<file path="src/rtl/prach_ditfft3_bf3.sv">
// Radix-3 DIT recombine: (a, b, c) triplets -> X0 = a, X1 = b+c, X2 = b-c (swapped when INVERSE).
// Latency: 3 cycles per slot. There is no backpressure; broken triplets raise err_out and drop their pending outputs.
module prach_ditfft3_bf3 #(
    parameter bit INVERSE = 1'b0,
    parameter bit SCALE   = 1'b0
) (
    input  logic               clk,
    input  logic               rst_n,
    input  logic signed [17:0] din_dr,
    input  logic signed [17:0] din_di,
    input  logic               din_dv,
    input  logic               sync_in,
    output logic signed [17:0] dout_dr,
    output logic signed [17:0] dout_di,
    output logic               dout_dv,
    output logic               sync_out,
    output logic               err_out
);

    function automatic logic signed [17:0] fit(input logic signed [18:0] s);
        if (SCALE)
            fit = 18'((s + 19'sd1) >>> 1);
        else if (s > 19'sd131071)
            fit = 18'sd131071;
        else if (s < -19'sd131072)
            fit = 18'h20000;
        else
            fit = s[17:0];
    endfunction

    logic [1:0]         cnt;
    logic               s1_v, s2_v;
    logic [1:0]         s1_ph, s2_ph;
    logic signed [17:0] s1_dr, s1_di, s2_dr, s2_di;
    logic signed [17:0] x2_dr, x2_di;

    logic               err;
    logic [1:0]         in_ph;
    logic signed [18:0] p_dr, p_di, m_dr, m_di;
    logic signed [17:0] x1n_dr, x1n_di, x2n_dr, x2n_di;

    always_comb begin
        err   = (cnt != 2'd0) && (!din_dv || sync_in);
        in_ph = (din_dv && sync_in) ? 2'd0 : cnt;
        // While s2 holds b, s1 holds the matching c.
        p_dr  = {s2_dr[17], s2_dr} + {s1_dr[17], s1_dr};
        p_di  = {s2_di[17], s2_di} + {s1_di[17], s1_di};
        m_dr  = {s2_dr[17], s2_dr} - {s1_dr[17], s1_dr};
        m_di  = {s2_di[17], s2_di} - {s1_di[17], s1_di};
        x1n_dr = INVERSE ? fit(m_dr) : fit(p_dr);
        x1n_di = INVERSE ? fit(m_di) : fit(p_di);
        x2n_dr = INVERSE ? fit(p_dr) : fit(m_dr);
        x2n_di = INVERSE ? fit(p_di) : fit(m_di);
    end

    always_ff @(posedge clk) begin
        if (!rst_n) begin
            cnt      <= 2'd0;
            s1_v     <= 1'b0;
            s2_v     <= 1'b0;
            s1_ph    <= 2'd0;
            s2_ph    <= 2'd0;
            s1_dr    <= '0;
            s1_di    <= '0;
            s2_dr    <= '0;
            s2_di    <= '0;
            x2_dr    <= '0;
            x2_di    <= '0;
            dout_dr  <= '0;
            dout_di  <= '0;
            dout_dv  <= 1'b0;
            sync_out <= 1'b0;
            err_out  <= 1'b0;
        end else begin
            err_out <= err;
            if (!din_dv)
                cnt <= 2'd0;
            else if (sync_in)
                cnt <= 2'd1;
            else
                cnt <= (cnt == 2'd2) ? 2'd0 : cnt + 2'd1;

            s1_v  <= din_dv;
            s1_ph <= in_ph;
            s1_dr <= din_dr;
            s1_di <= din_di;

            // A break at phase 2 means the b in s1 can never get its c; a is kept.
            s2_v  <= s1_v && !(err && cnt == 2'd2);
            s2_ph <= s1_ph;
            s2_dr <= s1_dr;
            s2_di <= s1_di;

            dout_dv  <= s2_v;
            sync_out <= s2_v && (s2_ph == 2'd0);
            if (s2_v) begin
                unique case (s2_ph)
                    2'd0: begin
                        dout_dr <= fit({s2_dr[17], s2_dr});
                        dout_di <= fit({s2_di[17], s2_di});
                    end
                    2'd1: begin
                        dout_dr <= x1n_dr;
                        dout_di <= x1n_di;
                        x2_dr   <= x2n_dr;
                        x2_di   <= x2n_di;
                    end
                    default: begin
                        dout_dr <= x2_dr;
                        dout_di <= x2_di;
                    end
                endcase
            end
        end
    end

endmodule

</file>
<file path="config.mk">
export PLATFORM = sky130hd
export DESIGN_NAME = prach_ditfft3_bf3
export DESIGN_NICKNAME = d
export VERILOG_FILES = /design/src/rtl/prach_ditfft3_bf3.sv
export SDC_FILE = /design/constraint.sdc
export NUM_CORES = 1
export LEC_CHECK = 0
export ABC_AREA = 1
export BUFFER_PORTS_ARGS = -buffer_cell sky130_fd_sc_hd__buf_2
export CAP_MARGIN = 25
export CORE_MARGIN = 2
export CORE_UTILIZATION = 55
export DETAILED_ROUTE_END_ITERATION = 10
export PLACE_DENSITY = 0.85
export SYNTH_ARGS = -nofsm -noshare
export SYNTH_HDL_FRONTEND = slang
export SYNTH_SLANG_ARGS = --single-unit
export TNS_END_PERCENT = 5
</file>
<file path="constraint.sdc">
create_clock -name clk -period 2.2 [get_ports clk]
set_input_delay 0 -clock clk [delete_from_list [all_inputs] [get_ports clk]]
set_output_delay 0 -clock clk [all_outputs]
set_load 0.005 [all_outputs]
</file>
==> out/metrics.cfg <==
[synthesis]
async_flop_share_pct = 0
syn-num-nets = 1559
synth_sequential_area_ratio_pct = 31.2
synth_cell_types = 47
synth-seq-cells = 155
netlist_area_um2 = 9930
syn_inst = 1441
yosys_warnings = 0
ys.flop_type = dfxtp_1
synth-edff-count = 0
syn_avg_cell_area_um2 = 6.89

[final_layout]
layout_commonest_cell = nand2_1
finish.utilization_pct = 82.0
fill_cells = 1079
layout_common_cells = nand2_1 (300), buf_4 (281), inv_1 (219)
drive_above_1_share_pct = 34.2
antennaDiodeCount = 0
syn_to_final_growth_pct = 47.4
finalNetCount = 1941

[setup_path]
cpMostUsedCell = a21oi_2
crit_chain = inv_1 > ha_4 > nand2_1 > nor3_1 > nand4_1 > nand3_4 > xor2_2 > buf_4 > a21oi_2 > buf_6 > nand2_4 > a21oi_2
r2r-end = x2_dr[3]$_SDFFE_PN0P_
path_buf_inv = 3
endpoint = x2_dr[3]$_SDFFE_PN0P_
cp-start-kind = flip-flop
rrSetupSlack_ps = -240
critPathLaunch = s1_dr[5]$_SDFF_PN0_
worstSetupPathDepth = 12
cp_slowest_cell = nor3_1
cp_max_fo = 7
worstPathArrival_ps = 2800
crit_family = simple AND/OR/NAND/NOR gates
crit_type = reg -> reg
cp.required_ps = 2570
r2r-start = s1_dr[5]$_SDFF_PN0_
critPathCaptureType = flip-flop
cpPeakStageDelay_ps = 380
reg2reg_depth = 12

[sta]
hold_viol_final = 0
skew_ps = 9.90
max_freq_mhz = 410
min_period_ps = 2440
rsz0062_at_grt = yes
tightest_slew_ps = 642
finalCritPeriodShare_pct = 111
slew_violations = 0
finalSetupViolCount = 68
slew_headroom_pct = 57.1
layout_setup_ws_ps = -237

[clocking]
cts-htree-levels = 4
cts-root-buf = clkbuf_16
clock_sinks = 155
cts_tree = built
cts_buffers = 17
ctsLongestPathBuffers = 2
path_clk_slew_ps = 70
clkLatencyLatePin_ps = 440

[global_routing]
antenna_found_initial = 0
grt_pass1_wl_mm = 56.2
grtUsageTotal_pct = 36.8
gr-total-overflow = 0
grt_pass1_vias = 11100
grt_start_max_net_pins = 53

[placement]
dp_hpwl_mm = 24.1
place_congestion = 0.998
io_buffers = 78

[power]
p_leak_nw = 7.72
total_power_mw = 8.63
ir_drop_mv = 0.729
p_per_area_nw_per_um2 = 589

[status]
violations = negative setup slack
outcome = complete, but fails checks

[routing]
wire_per_inst_um = 17.9
drt_iter0_markers = 1157
firstDrtPassIters = 7
vias = 11500
drc = 0
final_antenna_net_count = 0
drt_wl_total_mm = 37.0
avgViaCountPerCell = 5.56

[hold_path]
min_path_type = in -> reg

[run]
max_cap_violations = 0

[floorplan]
fp-row-count = 49
initial_core_util_pct = 55.7
core_area_um2 = 17800
die_y_um = 138
dieArea_um2 = 19100
die_w_um = 138
ios = 79

[worst min-delay path by stage]
stage,from,to,depth (start not counted)
CTS,din_di[7],s1_di[7]$_SDFF_PN0_,4
finish,din_di[8],s1_di[8]$_SDFF_PN0_,4
global route,din_di[8],s1_di[8]$_SDFF_PN0_,4
detailed placement,din_dr[14],s1_dr[14]$_SDFF_PN0_,3
global placement,din_di[1],s1_di[1]$_SDFF_PN0_,3
floorplan,sync_in,cnt[1]$_SDFF_PP0_,1
[metal layers]
layer	share of wire [%]	vias to the layer above	track usage (%)
met5	0.094	-	0
met4	3.5	3	13.7
met3	9.2	123	8.14
met2	45	655	58.1
met1	42	5334	49.5
li1	-	5374	-
[state kept, by name, indices dropped and copies added (netlist names)]
signal	cells
dout_dv	1
s1_di	18
s2_di	18
s1_ph	2
dout_dr	18
s1_dr	18
err_out	1
sync_out	1
dout_di	18
s1_v	1
x2_di	18
s2_ph	2
s2_v	1
cnt	2
s2_dr	18
x2_dr	18
[cell usage after synthesis, types with 5 or more instances]
| library cell | n | share of area (%) |
|---|---|---|
| a21oi_2 | 5 | 0.44 |
| ha_1 | 74 | 9.3 |
| a221oi_1 | 18 | 1.6 |
| buf_6 | 13 | 1.5 |
| nor3_1 | 18 | 0.91 |
| o21bai_1 | 8 | 0.60 |
| a21oi_1 | 104 | 5.2 |
| inv_2 | 7 | 0.26 |
| a22oi_1 | 20 | 1.5 |
| buf_4 | 9 | 0.68 |
| inv_1 | 236 | 8.9 |
| nand3_2 | 6 | 0.60 |
| buf_2 | 7 | 0.35 |
| nor2_1 | 118 | 4.5 |
| nand4_1 | 18 | 1.1 |
| a31oi_1 | 13 | 0.82 |
| o21ai_1 | 9 | 0.45 |
| nor4_1 | 8 | 0.50 |
| dfxtp_1 | 155 | 31 |
| xor2_1 | 49 | 4.3 |
| nand2_1 | 333 | 13 |
| clkbuf_1 | 27 | 1.0 |
| nand3_1 | 61 | 3.1 |
| o21ai_0 | 79 | 4.0 |
[power breakdown]
part           switching, mW  total [mW]  internal [mW]
sequential            0.0762        2.99           2.91
combinational           1.33        2.46           1.13
clock                   1.32        3.17           1.86
[worst register-to-register path, cell delays in order, from the launching register on]
cell	delay, ps
dfxtp_1	330
inv_1	70
ha_4	310
nand2_1	100
nor3_1	380
nand4_1	220
nand3_4	170
xor2_2	90
buf_4	140
a21oi_2	150
buf_6	180
nand2_4	70
a21oi_2	130
[cells by family (layout without fill, tap and decap cells)]
| logic type | Yosys count | in the layout | synth area share, % |
|---|---|---|---|
| adders and majority gates | 78 | 78 | 10.1 |
| AOI/OAI and AO/OA | 271 | 271 | 15.8 |
| and+or+nand+nor | 579 | 581 | 24.7 |
| xor gates and xnor gates | 54 | 54 | 5.06 |
| buffers and inverters | 304 | 697 | 13.0 |
| DFF | 155 | 155 | 31.2 |
[repair_timing]
item,in CTS,in global routing
hold buffers,49,0
hold endpoints to repair,46,0
gates cloned,2,0
pin swaps,33,58
resized for setup,129,111
setup buffers,8,10
setup endpoints to repair,70,71
[cell type report]
cell class                      instances  area (um^2)  share of cell area (%)
Clock buffer                           20          457                    3.12
Clock inverter                         12          161                    1.10
Inverter                              243          915                    6.25
Multi-Input combinational cell        984         6480                    44.3
Sequential cell                       155         3130                    21.4
Tap cell                              229          287                    1.96
Timing Repair Buffer                  422         3200                    21.9
[metrics by stage]
stage                     setup WS [ps]  std cells  instance area [um^2]  TNS, ps  hold WS [ps]
final                              -237       2065                 14600    -6850           267
after global routing               -321       2065                 14600   -14940           275
after CTS                          -118       2055                 14200    -2040           265
after detailed placement           -344       1964                 12400   -16750           184
after global placement             -291       1964                 12400   -11210           183
after floorplan                    11.3       1441                  9930        0          76.6
No activity file was read; power rests on OpenSTA's default activity.
